$ cat config.mk
export PLATFORM = sky130hd
export DESIGN_NAME = incline_filt_flat
export DESIGN_NICKNAME = d
export VERILOG_FILES = /design/src/rtl/incline_filt_if.sv /design/src/rtl/incline_filt.sv /design/src/flat_wrapper.sv
export SDC_FILE = /design/constraint.sdc
export NUM_CORES = 1
export LEC_CHECK = 0
export BUFFER_PORTS_ARGS = -buffer_cell sky130_fd_sc_hd__buf_4
export CAP_MARGIN = 20
export CORE_MARGIN = 1
export CORE_UTILIZATION = 60
export CTS_BUF_LIST = sky130_fd_sc_hd__clkbuf_8
export DETAILED_ROUTE_END_ITERATION = 8
export PLACE_DENSITY = 0.8
export RECOVER_POWER = 50
export SLEW_MARGIN = 20
export SYNTH_ARGS = -nofsm -noshare
export SYNTH_HDL_FRONTEND = slang
export SYNTH_SLANG_ARGS = --single-unit
$ cat constraint.sdc
create_clock -name clk -period 9.4 [get_ports clk]
set_input_delay 0.94 -clock clk [delete_from_list [all_inputs] [get_ports clk]]
set_output_delay 0.94 -clock clk [all_outputs]
set_load 0.005 [all_outputs]
$ cat src/rtl/incline_filt_if.sv
// Sample-in / average-out bundle for the incline smoother.
// The master drives samples and clear; the slave returns the smoothed result.
interface incline_filt_if;
    logic        vld;
    logic [12:0] incline;
    logic        clr;
    logic [12:0] incline_avg;
    logic [9:0]  incline_sat;
    logic        avg_vld;
    logic        full;

    modport master (
        output vld, incline, clr,
        input  incline_avg, incline_sat, avg_vld, full
    );

    modport slave (
        input  vld, incline, clr,
        output incline_avg, incline_sat, avg_vld, full
    );
endinterface

$ cat src/rtl/incline_filt.sv
// Moving-average smoother over the last 2^DEPTH_LOG2 signed incline samples.
// Produces a registered floor average plus a 10-bit saturated copy.
module incline_filt #(
    parameter int DEPTH_LOG2 = 3
) (
    input  logic          clk,
    input  logic          rst_n,
    incline_filt_if.slave bus
);
    localparam int DEPTH = 1 << DEPTH_LOG2;
    localparam int SW    = 13 + DEPTH_LOG2;
    localparam logic [DEPTH_LOG2:0] FILL_MAX = (DEPTH_LOG2 + 1)'(DEPTH);

    logic [12:0]            samp_q [DEPTH];
    logic [DEPTH_LOG2-1:0]  wptr_q, wptr_d;
    logic signed [SW-1:0]   sum_q, sum_d;
    logic [DEPTH_LOG2:0]    fill_q, fill_d;
    logic                   full_q, full_d;
    logic [12:0]            avg_q, avg_d;
    logic [9:0]             sat_q, sat_d;
    logic                   avg_vld_q;

    logic signed [SW-1:0]   inc_ext, old_ext, shifted;

    always_comb begin
        inc_ext = {{DEPTH_LOG2{bus.incline[12]}}, bus.incline};
        old_ext = {{DEPTH_LOG2{samp_q[wptr_q][12]}}, samp_q[wptr_q]};
        sum_d   = sum_q + inc_ext - old_ext;
        shifted = sum_d >>> DEPTH_LOG2;
        avg_d   = shifted[12:0];
        // Clip: bits 12..9 must all agree for the value to fit in 10 signed bits.
        if (avg_d[12]) begin
            sat_d = (&avg_d[12:9]) ? avg_d[9:0] : 10'h200;
        end else begin
            sat_d = (|avg_d[12:9]) ? 10'h1FF : avg_d[9:0];
        end
        wptr_d = wptr_q + DEPTH_LOG2'(1);
        fill_d = (fill_q == FILL_MAX) ? fill_q : fill_q + (DEPTH_LOG2 + 1)'(1);
        full_d = full_q | (fill_d == FILL_MAX);
    end

    always_ff @(posedge clk or negedge rst_n) begin
        if (!rst_n) begin
            for (int i = 0; i < DEPTH; i++) samp_q[i] <= '0;
            wptr_q    <= '0;
            sum_q     <= '0;
            fill_q    <= '0;
            full_q    <= 1'b0;
            avg_q     <= '0;
            sat_q     <= '0;
            avg_vld_q <= 1'b0;
        end else if (bus.clr) begin
            // Clear dominates a coincident sample, which is dropped.
            for (int i = 0; i < DEPTH; i++) samp_q[i] <= '0;
            wptr_q    <= '0;
            sum_q     <= '0;
            fill_q    <= '0;
            full_q    <= 1'b0;
            avg_q     <= '0;
            sat_q     <= '0;
            avg_vld_q <= 1'b0;
        end else if (bus.vld) begin
            samp_q[wptr_q] <= bus.incline;
            wptr_q    <= wptr_d;
            sum_q     <= sum_d;
            fill_q    <= fill_d;
            full_q    <= full_d;
            avg_q     <= avg_d;
            sat_q     <= sat_d;
            avg_vld_q <= 1'b1;
        end else begin
            avg_vld_q <= 1'b0;
        end
    end

    assign bus.incline_avg = avg_q;
    assign bus.incline_sat = sat_q;
    assign bus.avg_vld     = avg_vld_q;
    assign bus.full        = full_q;
endmodule

$ cat src/flat_wrapper.sv
// flat-port wrapper written by rule: the top's interface ports become plain ports
module incline_filt_flat 
#(
    parameter int DEPTH_LOG2 = 3
)
  (clk, rst_n, bus_vld, bus_incline, bus_clr, bus_incline_avg, bus_incline_sat, bus_avg_vld, bus_full);
  incline_filt_if bus_i ();
  input  logic clk;
  input  logic rst_n;
  input wire logic [$bits(bus_i.vld)-1:0] bus_vld;
  input wire logic [$bits(bus_i.incline)-1:0] bus_incline;
  input wire logic [$bits(bus_i.clr)-1:0] bus_clr;
  output wire logic [$bits(bus_i.incline_avg)-1:0] bus_incline_avg;
  output wire logic [$bits(bus_i.incline_sat)-1:0] bus_incline_sat;
  output wire logic [$bits(bus_i.avg_vld)-1:0] bus_avg_vld;
  output wire logic [$bits(bus_i.full)-1:0] bus_full;
  assign bus_i.vld = bus_vld;
  assign bus_i.incline = bus_incline;
  assign bus_i.clr = bus_clr;
  assign bus_incline_avg = bus_i.incline_avg;
  assign bus_incline_sat = bus_i.incline_sat;
  assign bus_avg_vld = bus_i.avg_vld;
  assign bus_full = bus_i.full;
  incline_filt #(.DEPTH_LOG2(DEPTH_LOG2)) u_core (.clk(clk), .rst_n(rst_n), .bus(bus_i));
endmodule
==> impl_metrics.json, run 1 <==
{
  "crit_buf_inv": 2,
  "min_path_type": "reg2reg",
  "path_clk_slew_ns": 0.07,
  "clk_latency_ns": 0.46,
  "hold_viol": 0,
  "yosys-top-cells-count": "nand2_1 (250), dfrtp_1 (138), a21oi_1 (124)",
  "synth.most_common_cell": "nand2_1",
  "nNetsFinal": 947,
  "grt_pass1_wl_um": 32200,
  "synth_top_family_by_area": "simple AND/OR/NAND/NOR gates",
  "synth.top_cells.by_area": "dfrtp_1 (44%), nand2_1 (12%), a21oi_1 (7.8%)",
  "io_pins": 42,
  "drt_wl_total_um": 20000,
  "clockBufferDepth": 2,
  "drv_slew": 197,
  "cp-end-kind": "flop",
  "grt_pass1_vias": 6254,
  "synth_mux_area_frac": 0.0698,
  "dr_total_vias": 6552,
  "slowest_stage": "clkbuf_1",
  "irDropWorstVdd_v": 0.000104,
  "synth-edff-count": 0,
  "area_growth_pct": 6.41,
  "yosys_warnings": 0,
  "clock_sinks": 138,
  "antenna_found_initial": 0,
  "fin_crit_sh": 0.656,
  "path_max_fanout": 65,
  "synth_area_leader_cell": "dfrtp_1",
  "hold_ws_ns": 0.504,
  "place_ws_ns": 4.77,
  "skew_ns": 0.00957,
  "drive_above_1_share": 0.114,
  "path_cells": "clkbuf_1, clkbuf_1, nor2_1, a22o_1",
  "grt_setup_unrepaired": "false",
  "port_buffers": 41,
  "leakage_nw": 3.67,
  "yosys.area_share.xor_xnor": 0.0144,
  "post_drt_wl_per_cell_um": 18.6,
  "synth_top_area_share": 0.436,
  "fmax_ghz": 0.162,
  "synth_compound_area_frac": 0.152,
  "grt_start_max_net_pins": 72,
  "num_antenna_cells": 0,
  "dieWidth_um": 117,
  "postSynthAreaPerCell_um2": 8.75,
  "cp_common_cell": "clkbuf_1",
  "h-tree-depth": 4,
  "crit_required_ns": 9.75,
  "async_reset_ff_frac": 1.00,
  "synthFlopType": "dfrtp_1",
  "synth_cell_types": 61,
  "timing.final.ws_setup_ns": 3.24,
  "cts-root-buf": "clkbuf_8",
  "fin_crit_ns": 6.16,
  "tns_ns": 0,
  "routed_via_density": 6.07,
  "dieArea_um2": 13700,
  "core-area_um2": 12700,
  "cts_hold_buf": 0,
  "seq_area_frac_synth": 0.436,
  "crit_path_start_kind": "primary input",
  "drt_iter0_drc": 753,
  "die_h_um": 117,
  "setup_viol": 0,
  "power_density_nw_per_um2": 236,
  "synthCells": 905,
  "initial_core_util": 0.623,
  "syn_area_um2": 7920,
  "synth_fa_ha_area_frac": 0.0695,
  "firstDrtPassIters": 5,
  "syn-num-nets": 957,
  "crit_family": "buffers and inverters",
  "cts_buffers": 17,
  "max_slew_margin": -1.38,
  "max_cap_viol_count": 3,
  "drc": 0,
  "worst_slew_pin_slew_ns": 3.57,
  "grt_usage": 0.318,
  "crit_arrival_ns": 6.51,
  "rows": 41,
  "status": "complete, but fails checks",
  "place_congestion": 0.868,
  "gr-total-overflow": 0,
  "ys_ff_latch": 138,
  "cts_tree": "yes",
  "hpwl_um": 12800,
  "cts-resized-gates": 0,
  "antenna_left": 0,
  "yosys.area_share.simple": 0.185,
  "worstSetupPathType": "in2reg",
  "violations": "max-capacitance violations, max-slew violations",
  "cts_setup_buffers": 0,
  "cpPeakStageDelay_ns": 2.19
}
==> final timing paths <==
kind | start | to | slack (ns) | cells after the start
worst max-delay path | bus_clr | u_core.bus.incline_avg[5]$_DFFE_PN0P_ | 3.24 | 4
worst min-delay path | u_core.bus.full$_DFFE_PN0P_ | u_core.bus.full$_DFFE_PN0P_ | 0.50 | 2
worst max register to register | u_core.wptr_q[0]$_DFFE_PN0P_ | u_core.bus.incline_sat[4]$_DFFE_PN0P_ | 4.56 | 14
worst min register to register | u_core.bus.full$_DFFE_PN0P_ | u_core.bus.full$_DFFE_PN0P_ | 0.50 | 2
max in group asynchronous | rst_n | u_core.bus.incline_avg[7]$_DFFE_PN0P_ | 5.37 | 2
min in group asynchronous | rst_n | u_core.samp_q[43]$_DFFE_PN0P_ | 1.70 | 1
==> flip-flops by register name, summed over array words and instances, names as in the netlist <==
register                flops
u_core.samp_q             104
u_core.bus.incline_avg     12
u_core.wptr_q               3
u_core.bus.avg_vld          1
u_core.fill_q               4
u_core.bus.full             1
u_core.bus.incline_sat      9
u_core.sum_q                4
==> metal layers <==
metal  wire, um  track usage  share of wire
met1       8390        0.426           0.42
met2       9570        0.501           0.48
met3       1390       0.0639          0.070
met4        675        0.149          0.034
met5          0            0              0
==> logic make-up (layout without fill, tap and decap cells) <==
family / count (synthesis) / after routing
AOI/OAI and AO/OA: 199 / 199
muxes: 39 / 39
and+or+nand+nor: 353 / 353
buffers and inverters: 128 / 130
DFF: 138 / 138
xor gates and xnor gates: 13 / 13
adders and majority gates: 35 / 35
==> layout make-up <==
cell class                 count  area [um2]
fill                        1111        4290
multi-input combinational    639        3890
sequential                   138        3450
timing repair buffer          50         334
clock buffer                  20         275
tap                          172         215
inverter                      49         184
clock inverter                11        80.1
==> placed cells by master, fill, tap and decap left out, types with 2 or more instances in the layout <==
cell type	count
a21oi_1	124
xor2_1	5
o211ai_1	7
mux2_2	10
dfrtp_1	138
nor4b_1	2
nand3_1	13
o21a_1	3
mux2i_1	17
nand2b_1	4
clkinv_2	7
clkbuf_8	20
inv_1	50
nor2b_1	11
and3_1	3
o21ai_2	2
clkbuf_1	11
o21ai_0	19
o22ai_1	2
and2_1	2
a22oi_1	5
nand2_1	250
nor2_1	46
nor3b_1	2
a311oi_1	2
buf_4	22
clkbuf_4	17
nor3_1	7
xnor2_1	8
a31oi_1	3
a22o_1	6
a221o_1	4
nand4_1	6
ha_1	20
a211oi_1	6
a21o_1	3
mux4_2	12
fa_1	15
==> through the flow <==
step	instances	util	instance area, um2	total power [mW]
floorplan	905	-	7920	1.35
global placement	1048	0.638	8120	1.52
detailed placement	1048	0.638	8120	1.55
CTS	1079	0.666	8470	2.00
global route	1079	0.662	8430	2.12
finish	1079	0.662	8430	1.99
==> where the power goes <==
group,internal [mW],switching (mW)
registers,0.645,0.0403
clock network,0.223,0.224
logic,0.335,0.521
total,1.20,0.786
==> tightest hold or removal path: stages (launching register included) <==
cell and delay (ns):
dfrtp_1 0.34, nor2_1 0.05, nor2_1 0.08
(Power assumes the default switching activity.)
==> run 2: changes to the inputs <==
Settings changed: ABC_AREA set to 1, CORE_UTILIZATION 60 to 57.
Clock period 9.4 ns to 5.5 ns, I/O delays scaled along.
==> run 2 against run 1 <==
Compared with the run above: the run still ends with max-capacitance violations, max-slew violations left; combinational power up 130%; clock skew increased by 0.0023 ns; setup slack lost 2.2 ns; sequential share of layout area up 0.86 points; first-iteration DRC count is 1.9% higher; non-clock buffer count fell by 3; register-to-register slack lost 3.5 ns; critical endpoint is now u_core.bus.incline_sat[0]$_DFFE_PN0P_; largest cell class is now sequential cells; highest routed layer unchanged.
==> impl_metrics.json, run 2 <==
{
  "place_congestion": 0.916,
  "final_common_cell": "nand2_1",
  "drt_iter0_drc": 767,
  "irDropWorstVdd_v": 0.000349,
  "min_to": "u_core.bus.incline_sat[0]$_DFFE_PN0P_",
  "cts-root-buf": "clkbuf_8",
  "timing.rr.end": "u_core.bus.incline_sat[0]$_DFFE_PN0P_",
  "path_cells": "inv_1, nor3_2, inv_1, o22ai_1, inv_1, nand4_1, inv_1, fa_1, ha_1, nand2_1, inv_1, nand2_1, nand2_1, a21oi_1, nand2_1, nand2_1, nand2_2, nor2_8, nand3_1, nand2_1, inv_1, nand2_1, nand2_1",
  "seq_area_frac_synth": 0.459,
  "path_clk_slew_ns": 0.08,
  "grt_usage": 0.310,
  "cp_common_cell": "nand2_1",
  "num_antenna_cells": 0,
  "gr-total-overflow": 0,
  "synth_top_area_share": 0.459,
  "setup_viol": 0,
  "synth.most_common_cell": "nand2_1",
  "syn_area_um2": 7520,
  "dieArea_um2": 13700,
  "status": "complete, but fails checks",
  "yosys-top-cells-count": "nand2_1 (174), inv_1 (164), dfrtp_1 (138)",
  "timing.final.ws_setup_ns": 1.08,
  "worstSetupPathType": "reg2reg",
  "skew_ns": 0.0119,
  "yosys_warnings": 0,
  "synth_cell_types": 33,
  "crit_required_ns": 5.84,
  "antenna_left": 0,
  "ff2ff_setup_slack_ns": 1.08,
  "max_slew_margin": -1.65,
  "clock_sinks": 138,
  "leakage_nw": 4.07,
  "firstDrtPassIters": 6,
  "port_buffers": 41,
  "tns_ns": 0,
  "crit_buf_inv": 6,
  "cts_setup_buffers": 0,
  "max_cap_viol_count": 1,
  "dr_total_vias": 6491,
  "crit_family": "simple AND/OR/NAND/NOR gates",
  "whs_path_depth": 4,
  "dp_cells": 1069,
  "largest_reg_flops": 104,
  "final_cell_mix": "nand2_1 (174), inv_1 (169), dfrtp_1 (138)",
  "area_growth_pct": 9.69,
  "rr_worst_depth": 23,
  "path_max_fanout": 13,
  "drv_slew": 89,
  "die_h_um": 117,
  "io_pins": 42,
  "postSynthAreaPerCell_um2": 8.39,
  "min_path_type": "in2reg",
  "hold_viol": 0,
  "antenna_found_initial": 0,
  "violations": "max-capacitance violations, max-slew violations",
  "routed_via_density": 5.89,
  "cpPeakStageDelay_ns": 0.84,
  "synth-edff-count": 0,
  "cp-end-kind": "flop",
  "place_ws_ns": 1.20,
  "final_area_um2": 8250,
  "crit_arrival_ns": 4.77,
  "synth_area_leader_cell": "dfrtp_1",
  "worst_slew_pin_slew_ns": 3.97,
  "cts-resized-gates": 0,
  "hpwl_um": 13400,
  "grt_setup_unrepaired": "false",
  "cts_tree": "yes",
  "synthCells": 897,
  "synth.top_cells.by_area": "dfrtp_1 (46%), nand2_1 (8.7%), inv_1 (8.2%)",
  "ys_ff_latch": 138,
  "cts_buffers": 17,
  "drc": 0,
  "h-tree-depth": 4,
  "min_from": "bus_clr",
  "fmax_ghz": 0.226,
  "core-area_um2": 12700,
  "clockBufferDepth": 2,
  "crit_path_start_kind": "flop",
  "grt_pass1_wl_um": 31500,
  "power_density_nw_per_um2": 476,
  "synthFlopType": "dfrtp_1",
  "dieWidth_um": 117,
  "hold_ws_ns": 0.438,
  "grt_start_max_net_pins": 89,
  "nNetsFinal": 969,
  "drive_above_1_share": 0.0935,
  "cts_hold_buf": 0,
  "syn-num-nets": 949,
  "fin_crit_sh": 0.804,
  "grt_pass1_vias": 6051,
  "async_reset_ff_frac": 1.00,
  "post_drt_wl_per_cell_um": 17.8,
  "fin_cells": 1102,
  "clk_latency_ns": 0.46,
  "max_flop_register": "u_core.samp_q",
  "reg2reg_from": "u_core.wptr_q[1]$_DFFE_PN0P_",
  "slowest_stage": "nor3_2",
  "initial_core_util": 0.591,
  "drt_wl_total_um": 19600,
  "rows": 41,
  "placed_cell_area_um2": 7860,
  "fin_crit_ns": 4.42
}
## run 2: cell type report
type	instances	area, um2
clock inverters	13	136
well taps	172	215
flip-flops and latches	138	3450
fillers	1112	4470
repair buffers	47	348
inverters	167	627
multi-input cells	546	3210
clock buffers	19	262
## run 2: layer usage
metal / vias to the layer above / global-route usage / wire [um]
met1: 3096 / 0.452 / 8490
met3: 44 / 0.0829 / 1990
met4: 0 / 0.126 / 464
met2: 346 / 0.441 / 8640
met5: - / 0 / 0
li1: 3005 / - / -
## run 2: worst max-delay path by stage
| stage | startpoint | endpoint | slack (ns) | depth (start not counted) |
|---|---|---|---|---|
| 3_5_place_dp | u_core.wptr_q[1]$_DFFE_PN0P_ | u_core.bus.incline_sat[0]$_DFFE_PN0P_ | 1.20 | 22 |
| 6_report | u_core.wptr_q[1]$_DFFE_PN0P_ | u_core.bus.incline_sat[0]$_DFFE_PN0P_ | 1.08 | 23 |
| 4_1_cts | u_core.wptr_q[1]$_DFFE_PN0P_ | u_core.bus.incline_sat[0]$_DFFE_PN0P_ | 1.18 | 22 |
| 3_3_place_gp | u_core.wptr_q[0]$_DFFE_PN0P_ | u_core.bus.incline_sat[0]$_DFFE_PN0P_ | 1.28 | 23 |
| 2_1_floorplan | u_core.wptr_q[2]$_DFFE_PN0P_ | u_core.bus.incline_sat[5]$_DFFE_PN0P_ | 2.07 | 21 |
| 5_1_grt | rst_n | u_core.bus.incline_avg[3]$_DFFE_PN0P_ | 0.71 | 1 |
## run 2: per-stage QoR
step                      power [mW]  utilization
final                           3.93        0.649
after global routing            4.23        0.649
after CTS                       3.90        0.649
after detailed placement        3.06        0.618
after global placement          3.02        0.618
after floorplan                 2.60            -
## run 2: power by group
| group | switching [mW] | total [mW] | leakage [nW] | internal, mW |
|---|---|---|---|---|
| clock network | 0.380 | 0.840 | 0.221 | 0.461 |
| logic | 1.27 | 1.93 | 1.95 | 0.657 |
| registers | 0.0605 | 1.16 | 1.90 | 1.10 |
## run 2: worst reg2reg max path: stages (launching register included)
cell and delay, ns:
dfrtp_1 0.48, inv_1 0.13, nor3_2 0.84, inv_1 0.14, o22ai_1 0.16, inv_1 0.06, nand4_1 0.16, inv_1 0.13
fa_1 0.46, ha_1 0.40, nand2_1 0.17, inv_1 0.05, nand2_1 0.06, nand2_1 0.05, a21oi_1 0.23, nand2_1 0.11
nand2_1 0.09, nand2_2 0.08, nor2_8 0.18, nand3_1 0.09, nand2_1 0.07, inv_1 0.05, nand2_1 0.05, nand2_1 0.04
## run 2: cell families after synthesis
family | count (synthesis) | synth area share
AOI/OAI and AO/OA | 197 | 0.157
xor gates and xnor gates | 13 | 0.0151
adders and majority gates | 35 | 0.0732
buffers and inverters | 213 | 0.114
DFF | 138 | 0.459
and+or+nand+nor | 301 | 0.182
